File: src/rtl/pwm_multi.sv
// Multi-channel PWM sharing one period counter, double-buffered settings.
// Optional build macro: PWM_MULTI_CENTER_EN (adds i_center, up/down count).
//
// Ports:
//   i_clk, i_rst_n        clock, async active-low reset
//   i_top/_valid          pending period top value
//   i_compare/_sel/_valid pending compare for one channel
//   i_invert, i_enable,
//   i_cfg_valid           pending polarity/enable (and i_center if built)
//   o_pwm                 registered channel outputs (lag o_counter by 1)
//   o_counter             current count
//   o_period_start        high while o_counter == 0
module pwm_multi #(
  parameter int RESOLUTION = 8,
  parameter int CHANNELS   = 4,
  localparam int SEL_W = (CHANNELS > 1) ? $clog2(CHANNELS) : 1
) (
  input  logic                  i_clk,
  input  logic                  i_rst_n,
  input  logic [RESOLUTION-1:0] i_top,
  input  logic                  i_top_valid,
  input  logic [RESOLUTION:0]   i_compare,
  input  logic [SEL_W-1:0]      i_compare_sel,
  input  logic                  i_compare_valid,
  input  logic [CHANNELS-1:0]   i_invert,
  input  logic [CHANNELS-1:0]   i_enable,
  input  logic                  i_cfg_valid,
`ifdef PWM_MULTI_CENTER_EN
  input  logic                  i_center,
`endif
  output logic [CHANNELS-1:0]   o_pwm,
  output logic [RESOLUTION-1:0] o_counter,
  output logic                  o_period_start
);

  localparam logic [RESOLUTION-1:0] ONE = RESOLUTION'(1);

  logic [RESOLUTION-1:0] cnt_q, cnt_d;
  logic [RESOLUTION-1:0] top_q, top_p_q;
  logic [CHANNELS-1:0][RESOLUTION:0] cmp_q, cmp_p_q;
  logic [CHANNELS-1:0] inv_q, inv_p_q;
  logic [CHANNELS-1:0] en_q, en_p_q;
  logic [CHANNELS-1:0] pwm_q, pwm_d;
  logic boundary;
`ifdef PWM_MULTI_CENTER_EN
  logic ctr_q, ctr_p_q;
  logic dir_q, dir_d;
`endif

  always_comb begin
    cnt_d    = cnt_q + ONE;
    boundary = (cnt_q == top_q);
`ifdef PWM_MULTI_CENTER_EN
    dir_d = dir_q;
    if (ctr_q) begin
      // Period ends on the 1->0 step going down; with top==1 the
      // peak at 1 is also the last count before 0.
      boundary = (top_q == '0) ||
                 ((cnt_q == ONE) && (dir_q || (top_q == ONE)));
      if (dir_q || (cnt_q == top_q)) begin
        cnt_d = cnt_q - ONE;
        dir_d = 1'b1;
      end
    end
    if (boundary) dir_d = 1'b0;
`endif
    if (boundary) cnt_d = '0;
  end

  always_comb begin
    pwm_d = '0;
    for (int i = 0; i < CHANNELS; i++) begin
      pwm_d[i] = en_q[i]
        ? (({1'b0, cnt_q} < cmp_q[i]) ^ inv_q[i])
        : inv_q[i];
    end
  end

  always_ff @(posedge i_clk or negedge i_rst_n) begin
    if (!i_rst_n) begin
      cnt_q   <= '0;
      top_q   <= '0;
      top_p_q <= '0;
      cmp_q   <= '0;
      cmp_p_q <= '0;
      inv_q   <= '0;
      inv_p_q <= '0;
      en_q    <= '0;
      en_p_q  <= '0;
      pwm_q   <= '0;
`ifdef PWM_MULTI_CENTER_EN
      ctr_q   <= 1'b0;
      ctr_p_q <= 1'b0;
      dir_q   <= 1'b0;
`endif
    end else begin
      cnt_q <= cnt_d;
      pwm_q <= pwm_d;
`ifdef PWM_MULTI_CENTER_EN
      dir_q <= dir_d;
`endif
      if (i_top_valid) top_p_q <= i_top;
      for (int i = 0; i < CHANNELS; i++) begin
        if (i_compare_valid && (i_compare_sel == SEL_W'(i)))
          cmp_p_q[i] <= i_compare;
      end
      if (i_cfg_valid) begin
        inv_p_q <= i_invert;
        en_p_q  <= i_enable;
`ifdef PWM_MULTI_CENTER_EN
        ctr_p_q <= i_center;
`endif
      end
      if (boundary) begin
        top_q <= top_p_q;
        cmp_q <= cmp_p_q;
        inv_q <= inv_p_q;
        en_q  <= en_p_q;
`ifdef PWM_MULTI_CENTER_EN
        ctr_q <= ctr_p_q;
`endif
      end
    end
  end

  assign o_pwm     = pwm_q;
  assign o_counter = cnt_q;
  // Gated by reset so the flag reads low while reset is held.
  assign o_period_start = i_rst_n && (cnt_q == '0);

endmodule
File: config.mk
export PLATFORM = sky130hd
export DESIGN_NAME = pwm_multi
export DESIGN_NICKNAME = d
export VERILOG_FILES = /design/src/rtl/pwm_multi.sv
export SDC_FILE = /design/constraint.sdc
export NUM_CORES = 1
export LEC_CHECK = 0
export ABC_AREA = 1
export ABC_CLOCK_PERIOD_IN_PS = 1650
export CAP_MARGIN = 20
export CORE_MARGIN = 2
export CORE_UTILIZATION = 58
export DETAILED_ROUTE_END_ITERATION = 10
export PLACE_DENSITY = 0.8
export SYNTH_ARGS = -nofsm -noshare
export SYNTH_HDL_FRONTEND = slang
export SYNTH_SLANG_ARGS = --single-unit
File: constraint.sdc
create_clock -name i_clk -period 1.65 [get_ports i_clk]
set_input_delay 0.33 -clock i_clk [delete_from_list [all_inputs] [get_ports i_clk]]
set_output_delay 0.33 -clock i_clk [all_outputs]
set_load 0.01 [all_outputs]
==> run metrics <==
max-cap violations=0; CTS root buf=clkbuf_8; Yosys reg bits=116; Power Dens Cells=2040 nW/um2; area grow syn2layout=25.2%; worst-skew pair later-pin latency=0.52 ns; CTS Buf Count=17; CTS tree=yes; Worst setup SP type=flip-flop; number of flops mapped to enable cells by yosys=0; CTS sink count=116; critical path capture point type=primary output; detailed-route via count=4,588; slack of the critical path=-0.220 ns; top_reg_cell synth=dfrtp_1; non-filler instance count after layout=814; placed insts=774; # fillers=588; # diodes=0; pre-CTS setup slack=-0.140 ns; Min Clock Period, post-route=1.87 ns; arrival time worst endpoint=1.54 ns; delay-heaviest family, CP=flip-flops; CP bufs+invs=2; Core Footprint=9150 um2; Chip Height=101 um; Clock transition at path regs=0.06 ns; RSZ-0062 raised after global routing=true; Mapped Avg Cell Area=8.78 um2; CTS H-tree lvls=4; drt total wl=13,900 um; Total Nets Final=752; Final Hold Vio Count=0; hpwl dp=8480 um; actual slew at the worst max-slew pin=0.532 ns; first-pass GRT wire length=21,800 um; Pleak=0.00350 uW; Slew Viols, Final=0; synthesized area=5440 um2; top cells by count, synth=nand2_1 (210), dfrtp_1 (116), inv_1 (67), nand3_1 (66), o21ai_0 (38); die area=10,200 um2; Residual DRC=0; Max Buffers Root-to-Sink=2; Final ANT Viol Nets=0; Largest stage delay, worst path=0.39 ns; Synth warnings=0; Port Buffer Count=44; Setup Viol. Count Final=3; worst path cell trace=inv_2 -> nand4_1 -> nor4b_4 -> buf_2; Setup Skew=0.00971 ns; Hold Crit Class=input pin to async pin; Area contributors post-synth=dfrtp_1 (53%), nand2_1 (14%), ha_1 (6.9%), nand3_1 (6.1%), inv_1 (4.6%); die width=101 um; failing checks=negative setup slack; ratio of final minimum period to clock period=113%; Starting Density=59.4%; DR WL/cell=17.1 um; Max VDD drop=0.000877 V; count leader, synth=nand2_1; sequential fraction of the synthesis area=53.4%; outcome=complete, but fails checks; CP max stage cell=dfrtp_1; total grt overflow=0; WP data required=1.32 ns; pin count of the biggest net entering global routing=53; share of cells above drive strength 1=14.5%; cell taking the most area after synthesis=dfrtp_1; critical path depth=4; drt pass-1 iters=5; Yosys top cell area share=53.4%; Net Count, Synth=681; DR vias/cell=5.64; num ports=45; Final Wtd Congestion=0.856; critical-path maximum fanout=2; WS Path Type=flip-flop to primary output; Starting DRT DRC Count=357; Yosys cell types=22; initial antenna violation count=0; Slew HR=64.6%; fraction of registers with async set/reset=100%; max frequency=535 MHz; Synth Instances=619; Reg2Reg Depth=7; vias in the first global route=4,636; gr usage total=27.6%; Cell Rows=35
==> area by class of cell <==
cell class / instances / area (um2) / share of cell area (%)
clock buffer: 19 / 432 / 6.34
sequential: 116 / 2900 / 42.7
timing repair buffer: 74 / 711 / 10.4
clock inverter: 13 / 148 / 2.17
multi-input combinational: 412 / 2210 / 32.5
inverter: 69 / 259 / 3.81
tap: 111 / 139 / 2.04
==> tightest hold or removal path, delay by kind of cell <==
kind / cells / cell delay (ns)
buffers and inverters: 3 / 1.02
==> sequential cells by signal, summed over array words and instances, names as in the netlist <==
| name | cells |
|---|---|
| inv_p_q | 4 |
| top_q | 8 |
| en_q | 4 |
| o_pwm | 4 |
| inv_q | 4 |
| en_p_q | 4 |
| cmp_p_q | 36 |
| top_p_q | 8 |
| o_counter | 8 |
| cmp_q | 36 |
==> worst paths after layout <==
path                                   to    startpoint  slack (ns)
hold / removal                 top_p_q[4]       i_rst_n        0.40
max in group asynchronous       cmp_q[13]       i_rst_n        0.36
setup / recovery           o_period_start  o_counter[6]       -0.22
min in group i_clk             top_p_q[7]      i_top[7]        0.43
hold reg to reg                 cmp_q[16]     cmp_q[16]        0.48
setup reg to reg                 o_pwm[1]  o_counter[2]       -0.02
==> layout by cell type, fill, tap and decap left out, types with 2 or more instances in the layout <==
cell	n
buf_6	3
inv_6	4
clkinv_2	2
clkbuf_8	2
inv_2	4
buf_12	2
nand2_1	208
xnor2_1	6
a21oi_1	10
dlygate4sd2_1	4
o21ai_0	38
inv_1	65
a21oi_2	2
ha_1	29
clkbuf_16	18
clkbuf_2	4
clkinv_4	4
clkdlybuf4s50_1	30
nand4_1	5
nor2_1	19
buf_4	22
xor2_1	2
mux2_2	16
dfrtp_1	116
bufinv_16	2
nand3_1	66
nand2_2	2
buf_2	3
nor2_4	2
nor2_2	2
buf_8	2
==> through the flow <==
stage	hold slack (ns)	setup TNS, ns	utilization [%]	power, uW	instance area, um2
6_report	0.400	-0.268	74.4	13900	6810
5_1_grt	0.436	-1.05	74.4	14800	6810
4_1_cts	0.413	-0.211	73.3	13400	6710
3_5_place_dp	0.404	-0.140	66.5	9610	6090
3_3_place_gp	0.402	-0.0785	66.5	9290	6090
2_1_floorplan	0.0344	0	-	7800	5440
==> per-layer routing <==
metal	part of all wire [%]	track usage, %	vias up
li1	-	-	2113
met1	40	34.1	2218
met2	50	45.9	207
met3	6.2	5.20	50
met4	4.0	14.8	0
met5	0	0	-
==> power breakdown <==
part / leakage [uW] / internal (uW) / switching, uW / total (uW)
Sequential: 0.00146 / 3830 / 650 / 4480
Combinational: 0.00175 / 2290 / 3570 / 5860
Clock: 0.000284 / 2210 / 1360 / 3570
==> cells by family after synthesis <==
group / share of synthesized area (%)
simple gates: 23.5
flops: 53.4
buf+inv: 6.84
compound gates: 4.60
fa+ha+maj: 6.90
mux: 3.31
xor+xnor: 1.45
==> repair_timing <==
item                                    4_1_cts  5_1_grt
gates resized for setup                      36       19
gates cloned                                  0        2
setup buffers                                 3        5
hold buffers                                  1        0
hold endpoints to repair                     32        0
endpoints found under the setup margin       29       39
pin swaps                                     2        7
Note: power is estimated with default switching activity, not from simulation.
